==> config.mk <==
export PLATFORM = sky130hd
export DESIGN_NAME = seg7_display_arbiter
export DESIGN_NICKNAME = d
export VERILOG_FILES = /design/src/rtl/seg7_pkg.sv /design/src/rtl/seg7_display_arbiter_rr_pick.sv /design/src/rtl/seg7_display_arbiter.sv
export SDC_FILE = /design/constraint.sdc
export NUM_CORES = 1
export LEC_CHECK = 0
export CORE_UTILIZATION = 38
export DETAILED_ROUTE_END_ITERATION = 7
export GPL_TIMING_DRIVEN = 0
export PLACE_DENSITY = 0.74
export SYNTH_ARGS = -nofsm -noshare
export SYNTH_HDL_FRONTEND = slang
export SYNTH_SLANG_ARGS = --single-unit
==> constraint.sdc <==
create_clock -name clk -period 7.45 [get_ports clk]
set_input_delay 1.49 -clock clk [delete_from_list [all_inputs] [get_ports clk]]
set_output_delay 1.49 -clock clk [all_outputs]
set_load 0.01 [all_outputs]
==> src/rtl/seg7_pkg.sv <==
// Shared types and constants for the 7-segment display arbiter.
// Holds the FSM state enum, the default requester count and word widths.
package seg7_pkg;

    localparam int NREQ_DEF = 4;
    localparam int DATA_W   = 32;
    localparam int IDX_W    = 3;

    typedef enum logic [1:0] {
        IDLE,
        HOLD,
        OPEN
    } state_e;

endpackage

==> src/rtl/seg7_display_arbiter_rr_pick.sv <==
// Combinational round-robin picker: finds the first requester after last_i.
// Ports: req_i (request vector), last_i (previous winner), idx_o, found_o.
module rr_pick
    import seg7_pkg::*;
#(
    parameter int NREQ = NREQ_DEF
) (
    input  logic [NREQ-1:0]  req_i,
    input  logic [IDX_W-1:0] last_i,
    output logic [IDX_W-1:0] idx_o,
    output logic             found_o
);

    int d;
    int best;

    // Distance from last_i going forward with wrap; the smallest wins.
    always_comb begin
        idx_o   = '0;
        found_o = 1'b0;
        d       = 0;
        best    = NREQ;
        for (int i = 0; i < NREQ; i++) begin
            if (i > int'(last_i)) begin
                d = i - int'(last_i) - 1;
            end else begin
                d = i + NREQ - int'(last_i) - 1;
            end
            if (req_i[i] && (d < best)) begin
                best    = d;
                idx_o   = IDX_W'(i);
                found_o = 1'b1;
            end
        end
    end

endmodule

==> src/rtl/seg7_display_arbiter.sv <==
// Time-sliced arbiter sharing one 8-digit display among NREQ requesters.
// Ports: clk, reset, req/data in; grant, owner, busy, x_l, x_h, blank out.
module seg7_display_arbiter
    import seg7_pkg::*;
#(
    parameter int NREQ        = NREQ_DEF,
    parameter int HOLD_CYCLES = 100_000_000
) (
    input  logic                   clk,
    input  logic                   reset,
    input  logic [NREQ-1:0]        req,
    input  logic [NREQ*DATA_W-1:0] data,
    output logic [NREQ-1:0]        grant,
    output logic [2:0]             owner,
    output logic                   busy,
    output logic [15:0]            x_l,
    output logic [15:0]            x_h,
    output logic                   blank
);

    localparam int CW = (HOLD_CYCLES > 1) ? $clog2(HOLD_CYCLES) : 1;
    localparam logic [CW-1:0] CNT_LAST = CW'(HOLD_CYCLES - 1);

    state_e             state_q, state_d;
    logic [CW-1:0]      cnt_q, cnt_d;
    logic [NREQ-1:0]    grant_q, grant_d;
    logic [IDX_W-1:0]   owner_q, owner_d;
    logic               busy_q, busy_d;
    logic [IDX_W-1:0]   last_q, last_d;
    logic [DATA_W-1:0]  x_q, x_d;

    logic [NREQ-1:0]    pick_req;
    logic [IDX_W-1:0]   pick_idx;
    logic               pick_found;
    logic [NREQ-1:0]    pick_oh;
    logic               own_req;
    logic [DATA_W-1:0]  sel;

    // Masking the current owner lets one picker serve IDLE and OPEN:
    // in IDLE grant_q is zero, in OPEN last_q equals the owner.
    assign pick_req = req & ~grant_q;
    assign pick_oh  = NREQ'(1) << pick_idx;
    assign own_req  = |(req & grant_q);

    rr_pick #(
        .NREQ (NREQ)
    ) u_pick (
        .req_i   (pick_req),
        .last_i  (last_q),
        .idx_o   (pick_idx),
        .found_o (pick_found)
    );

    always_comb begin
        sel = '0;
        for (int i = 0; i < NREQ; i++) begin
            if (owner_q == IDX_W'(i)) begin
                sel = data[i*DATA_W +: DATA_W];
            end
        end
    end

    always_comb begin
        state_d = state_q;
        cnt_d   = cnt_q;
        grant_d = grant_q;
        owner_d = owner_q;
        busy_d  = busy_q;
        last_d  = last_q;
        x_d     = busy_q ? sel : x_q;

        unique case (state_q)
            IDLE: begin
                if (pick_found) begin
                    state_d = HOLD;
                    cnt_d   = '0;
                    grant_d = pick_oh;
                    owner_d = pick_idx;
                    busy_d  = 1'b1;
                    last_d  = pick_idx;
                end
            end
            HOLD: begin
                // Owner drop wins over tenure expiry.
                if (!own_req) begin
                    state_d = IDLE;
                    grant_d = '0;
                    busy_d  = 1'b0;
                end else if (cnt_q == CNT_LAST) begin
                    state_d = OPEN;
                end else begin
                    cnt_d = cnt_q + CW'(1);
                end
            end
            OPEN: begin
                // Counter stays saturated at CNT_LAST here.
                if (!own_req) begin
                    state_d = IDLE;
                    grant_d = '0;
                    busy_d  = 1'b0;
                end else if (pick_found) begin
                    state_d = HOLD;
                    cnt_d   = '0;
                    grant_d = pick_oh;
                    owner_d = pick_idx;
                    last_d  = pick_idx;
                end
            end
            default: begin
                state_d = IDLE;
                grant_d = '0;
                busy_d  = 1'b0;
            end
        endcase
    end

    always_ff @(posedge clk) begin
        if (reset) begin
            state_q <= IDLE;
            cnt_q   <= '0;
            grant_q <= '0;
            owner_q <= '0;
            busy_q  <= 1'b0;
            last_q  <= IDX_W'(NREQ - 1);
            x_q     <= '0;
        end else begin
            state_q <= state_d;
            cnt_q   <= cnt_d;
            grant_q <= grant_d;
            owner_q <= owner_d;
            busy_q  <= busy_d;
            last_q  <= last_d;
            x_q     <= x_d;
        end
    end

    assign grant = grant_q;
    assign owner = owner_q;
    assign busy  = busy_q;
    assign blank = ~busy_q;
    assign x_l   = x_q[15:0];
    assign x_h   = x_q[31:16];

endmodule

==> results of run 1 <==
stage by stage:
step | area [sq um] | hold WS [ns] | TNS [ns] | util (%) | std cells
after floorplan | 5290 | 0.446 | 0 | - | 595
after global placement | 7240 | 0.455 | -39.43 | 54.2 | 944
after detailed placement | 7240 | 0.470 | -47.48 | 54.2 | 944
after CTS | 7680 | 0.475 | 0 | 57.5 | 965
after global routing | 7800 | 0.507 | -0.0886 | 58.4 | 970
final | 7800 | 0.478 | 0 | 58.4 | 970
registers in the layout, summed over array words and instances, names as in the netlist:
signal	count
owner	2
busy	1
grant	4
cnt_q	27
state_q	2
last_q	2
x_q	32
placed cells by master, fill, tap and decap left out, drive strengths merged, types with 5 or more instances in the layout:
| cell | Yosys | routed |
|---|---|---|
| a211oi | 5 | 5 |
| a21oi | 55 | 55 |
| a31oi | 8 | 8 |
| and2 | 6 | 6 |
| and3 | 5 | 5 |
| buf | 11 | 24 |
| clkbuf | 21 | 29 |
| clkdlybuf4s50 | 0 | 172 |
| conb | 2 | 12 |
| dfxtp | 70 | 70 |
| ha | 42 | 42 |
| inv | 27 | 27 |
| mux2i | 34 | 34 |
| mux4 | 32 | 32 |
| nand2 | 35 | 35 |
| nand2b | 7 | 7 |
| nand3 | 11 | 11 |
| nand4 | 9 | 9 |
| nor2 | 69 | 69 |
| nor2b | 5 | 5 |
| nor3 | 10 | 10 |
| nor4 | 6 | 6 |
| o211ai | 6 | 6 |
| o21ai | 25 | 25 |
| o32ai | 6 | 6 |
| or2 | 5 | 5 |
| or3 | 12 | 12 |
| or4 | 11 | 11 |
what timing repair did:
item	4_1_cts	5_1_grt
gates resized for setup	13	21
pin swaps	5	10
buffers inserted	7	5
endpoints found under the setup margin	38	35
routing by layer:
| metal | part of all wire (%) | track usage [%] | wire length [microns] |
|---|---|---|---|
| met5 | 0 | 0 | 0 |
| met2 | 51 | 41.9 | 8670 |
| met4 | 1.8 | 6.72 | 297 |
| met1 | 42 | 28.3 | 7190 |
| met3 | 4.7 | 4.56 | 793 |
logic make-up (layout without fill, tap and decap cells):
logic type / after synthesis / after routing
muxes: 69 / 69
xor gates and xnor gates: 4 / 4
AOI/OAI and AO/OA: 134 / 134
and+or+nand+nor: 205 / 205
DFF: 70 / 70
buffers and inverters: 59 / 258
adders and majority gates: 42 / 42
other: 2 / 12
worst max-delay path: cells and delay by family (launching register included):
| family | cells | cell delay (ns) |
|---|---|---|
| buffers and inverters | 3 | 0.45 |
| flip-flops | 1 | 0.60 |
| AO/OA/AOI/OAI | 12 | 1.99 |
| adder cells (fa/ha/maj) | 5 | 1.22 |
| multiplexers | 1 | 0.38 |
| AND/OR/NAND/NOR | 8 | 2.31 |
final timing paths:
kind | startpoint | end | slack [ns] | cells after the start
min | cnt_q[16] | cnt_q[16] | 0.48 | 2
max | last_q[0] | cnt_q[15] | 0.44 | 29
max reg2reg | last_q[0] | cnt_q[15] | 0.44 | 29
min reg2reg | cnt_q[16] | cnt_q[16] | 0.48 | 2
power groups by stage:
stage / logic, mW / registers (mW) / clock network, mW
after CTS: 1.53 / 0.513 / 0.501
final: 1.61 / 0.514 / 0.494
after detailed placement: 1.48 / 0.520 / 0
after floorplan: 0.985 / 0.533 / 0
after global routing: 1.76 / 0.523 / 0.520
after global placement: 1.44 / 0.516 / 0
cell usage after synthesis (all sizes together), types with 2 or more instances:
cell type	number	area (sq um)
conb	2	7.51
nand4	9	56.3
ha	42	526
inv	27	101
nor4	6	37.5
nor3	10	50.1
clkbuf	21	78.8
and3	5	36.3
nand2	35	131
or4	11	90.1
o21bai	2	18.8
xor2	4	35.0
a21oi	55	279
and4	4	35.0
a211oi	5	37.5
or4b	4	40.0
mux4	32	721
o31ai	4	30.0
buf	11	56.3
and2	6	37.5
o21ai	25	125
a2111oi	2	36.3
nor2b	5	31.3
o32ai	6	52.6
mux2	3	33.8
nor2	69	259
dfxtp	70	1400
or2	5	31.3
nand2b	7	43.8
a22oi	2	15.0
or3	12	75.1
o2111ai	2	17.5
mux2i	34	340
a41o	2	20.0
a21o	3	22.5
o211ai	6	55.1
nand3	11	55.1
nand3b	3	22.5
a31oi	8	65.1
area by class of cell:
class / instances / share of cell area, %
plain buffers: 31 / 1.97
clock buffers: 10 / 3.06
clock inverters: 5 / 1.38
inverters: 27 / 1.30
multi-input cells: 466 / 48.1
flip-flops and latches: 70 / 18.0
well taps: 176 / 2.82
repair buffers: 185 / 23.4
==> metrics, run 1 <==
Tightest Pin Transition 0.815 ns; final setup fails 0; synth unique cells 66; multiplexer share of the synthesized area 20.8%; CP max stage delay 0.60 ns; Max-slew headroom 45.7%; clock share of power 18.8%; 1st-pass router iterations 5; CP endpoint kind register; Die H 120 microns; Post-Place Setup Slack -1.54 ns; clk_skew between 0.008 and 0.009 ns; Initial Utilization 39.3%; FP Rows 42; first-pass GRT wire length 26800 microns; routed wire length per instance 17.5 microns; Hold Vio Cnt, Final 0; Seq pwr share around 20%; die area 14300 sq um; cts bufs inserted 9; vias per cell 5.63; hpwl dp approximately 13000 microns; PD cells 336 nW/um^2; layout cells sized above 1 13.2%; fin crit period 7.01 ns; clk buf depth 2; antenna viol nets, final 0; Synth Area in XOR/XNOR less than 1%; DRC 0; syn avg cell area 8.98 sq um; routed via count 5457; crit-path most repeated cell ha_1; Synth async-reset ratio 0%; number of I/O pins 175; Max Slew Vio Count 0; Final Power 2.62 mW; worst-case vdd ir drop between 0.15 and 0.2 mV; ANT cells 0; main combinational cell family by area after synthesis multiplexers; Highest Clock Rate around 140 MHz; multi-input logic area about 3800 sq um; die width between 100 and 150 microns; min setup slack post-route 0.444 ns; crit path DAT between 7 and 8 ns; FF/Latch Area 1400 sq um; GRT Residual Overflow 0; clk root buf clkbuf_16; EDFF count, synth 0; synth warn 0; CTS Hold Bufs 0; maximum number of pins on one net before global-route repair 13; Post-Syn Instances 585; combinational share of power between 60% and 70%; Setup CP Type register to register; fill count 1127; initial antenna violation count 0; Startpoint Class register; part of the cycle the worst path needs 94.0%; post-synthesis compound-gate area fraction 17.0%; TritonCTS Sinks 70; HP Class register to register; Synth Area in Adders 10.0%; CP max FO 11; Yosys reg bits 70; htree depth 3; P_sw 1.08 mW; Final GP Congestion 0.927; number of global-route vias before repair 5438; sequential area share after synthesis 26.7%; Simple-Gate Fraction of Synth Area 20.2%; Clock Latency Late Sink approximately 0.34 ns; Overall Global Routing Usage 23.4%; Core ar. around 13000 sq um; Int Pwr 1.55 mW; IO buf count 173; Routed WL 17000 microns; Primary FF master, synth dfxtp_1; Clock transition at path regs 0.06 ns; Area Growth Syn to Fin 48.6%; initial DRC count 289; CP required slightly below 8 ns; nets 966; CTS tree done; max-cap violations 0; Critical-path top delay cell dfxtp_1; P_leak 2.85 nW; run status finished, final reports clean; switch share 41.0%; synthesized area 5250 sq um
Note: power is estimated with default switching activity, not from simulation.
==> run 2, diff against run 1 <==
--- a/config.mk
+++ b/config.mk
@@ -6,6 +6,7 @@
 export NUM_CORES = 1
 export LEC_CHECK = 0
 export CORE_UTILIZATION = 38
+export CTS_BUF_LIST = sky130_fd_sc_hd__clkbuf_4
 export DETAILED_ROUTE_END_ITERATION = 7
 export GPL_TIMING_DRIVEN = 0
 export PLACE_DENSITY = 0.74
==> metrics, run 2 (synthesis results as in run 1) <==
run status finished, final reports clean; die area 14300 sq um (unchanged); antenna viol nets, final 0 (unchanged); Max-slew headroom 45.3% (-0.39 points); initial DRC count 281 (-2.8%); max-cap violations 0 (unchanged); Area Growth Syn to Fin 44.8%; IO buf count 173 (unchanged); CP max FO 11 (unchanged); most frequent cells in the layout 172 x clkdlybuf4s50_1, 69 x dfxtp_1, 68 x nor2_1; CTS tree done; layout cells sized above 1 12.3% (-0.88 points); die width 120 microns (unchanged); number of global-route vias before repair 5399 (-0.72%); initial antenna violation count 0 (unchanged); number of I/O pins 175 (unchanged); Core ar. 13300 sq um (unchanged); Initial Utilization 39.3% (unchanged); P_leak 2.77 nW (-2.6%); crit-path most repeated cell ha_1; CP max stage delay 0.50 ns (-0.10 ns); Tightest Pin Transition 0.820 ns (+0.00592 ns); hpwl dp 13200 microns (unchanged); Die H 120 microns (unchanged); Clock transition at path regs 0.13 ns (+0.07 ns); worst-case vdd ir drop 0.135 mV (-11%); Critical-path top delay cell or4_1; crit path DAT 7.30 ns (+0.03 ns); FP Rows 42 (unchanged); max reg flops 32 (unchanged); unrepaired setup endpoints after global routing false; 1st-pass router iterations 5 (unchanged); nets 966 (unchanged); Post-Place Setup Slack -1.54 ns (unchanged); GRT Residual Overflow 0 (unchanged); Final Non-Filler Cells 970 (unchanged); Hold Vio Cnt, Final 0 (unchanged); fill count 1156 (+2.6%); commonest non-fill, non-tap cell in the layout clkdlybuf4s50_1; HP Class register to register; routed via count 5442 (-0.27%); CP required 7.84 ns (+0.13 ns); DRC 0 (unchanged); Setup CP Type register to register; Startpoint Class register; fin crit period 6.91 ns (-0.0947 ns); min setup slack post-route 0.539 ns (+0.0947 ns); final setup fails 0 (unchanged); Routed WL 16800 microns (-0.64%); Final Power 2.42 mW (-7.9%); Max Slew Vio Count 0 (unchanged); clk_skew 0.0260 ns (+0.0179 ns); htree depth 3 (unchanged); vias per cell 5.61 (-0.27%); Clock Latency Late Sink 0.45 ns (+0.11 ns); clk buf depth 2 (unchanged); CTS Hold Bufs 0 (unchanged); # placed instances 944 (unchanged); TritonCTS Sinks 70 (unchanged); ANT cells 0 (unchanged); Overall Global Routing Usage 23.3% (-0.10 points); clk root buf clkbuf_4; Top reg by flops x_q; multi-input logic area 3720 sq um (-0.77%); FF/Latch Area 1400 sq um (about the same); Highest Clock Rate 145 MHz (+1.4%); CP endpoint kind register; part of the cycle the worst path needs 92.8% (-1.3 points); first-pass GRT wire length 26700 microns (-0.41%); maximum number of pins on one net before global-route repair 13 (unchanged); worst hold slack 0.485 ns (+0.00704 ns); Final GP Congestion 0.927 (unchanged); routed wire length per instance 17.4 microns (-0.64%); cts bufs inserted 9 (unchanged); PD cells 318 nW/um^2 (-5.5%)
[run 2: final timing paths]
kind / slack (ns) / cells after the start / from / to
max: 0.54 / 29 / last_q[0] / cnt_q[15]
min reg2reg: 0.49 / 2 / cnt_q[16] / cnt_q[16]
min: 0.49 / 2 / cnt_q[16] / cnt_q[16]
max reg2reg: 0.54 / 29 / last_q[0] / cnt_q[15]
[run 2: power by group]
group / internal [mW] / total (mW) / switching (mW)
sequential: 0.449 / 0.514 / 0.0651
combinational: 0.749 / 1.59 / 0.844
clock: 0.168 / 0.308 / 0.140
total: 1.37 / 2.42 / 1.05
[run 2: layout make-up]
class                      instances  share of cell area [%]
timing repair buffer             185                    24.0
multi-input combinational        466                    49.0
sequential                        70                    18.4
clock buffer                       9                   0.888
tap                              176                    2.90
inverter                          27                    1.33
buffer                            31                    2.02
clock inverter                     6                    1.46
[run 2: stage by stage]
stage	cell area (sq um)	TNS, ns	utilization (%)
after floorplan	5290	0	-
after global placement	7240	-39.43	54.2
after detailed placement	7240	-47.48	54.2
after CTS	7470	-0.00927	56.0
after global routing	7610	0	57.0
final	7610	0	57.0
[run 2: critical path: cells and delay by family, from the launching register on]
kind,cells,cell delay [ns]
AO/OA/AOI/OAI,12,2.00
adder cells (fa/ha/maj),5,1.19
buffers and inverters,3,0.41
flip-flops,1,0.49
multiplexers,1,0.38
AND/OR/NAND/NOR,8,2.40
[run 2: what timing repair did]
item                                    in CTS  in global routing
setup buffers                                4                  8
endpoints found under the hold margin        0                  0
endpoints found under the setup margin      38                 37
pin swaps                                    2                  7
gates resized for setup                      9                 21
[run 2: per-layer routing]
metal | GRT usage (%) | up-vias | routed length (microns)
met1 | 27.9 | 2661 | 7090
met5 | 0 | - | 0
li1 | - | 2598 | -
met4 | 6.80 | 0 | 323
met3 | 4.90 | 34 | 827
met2 | 41.7 | 149 | 8600
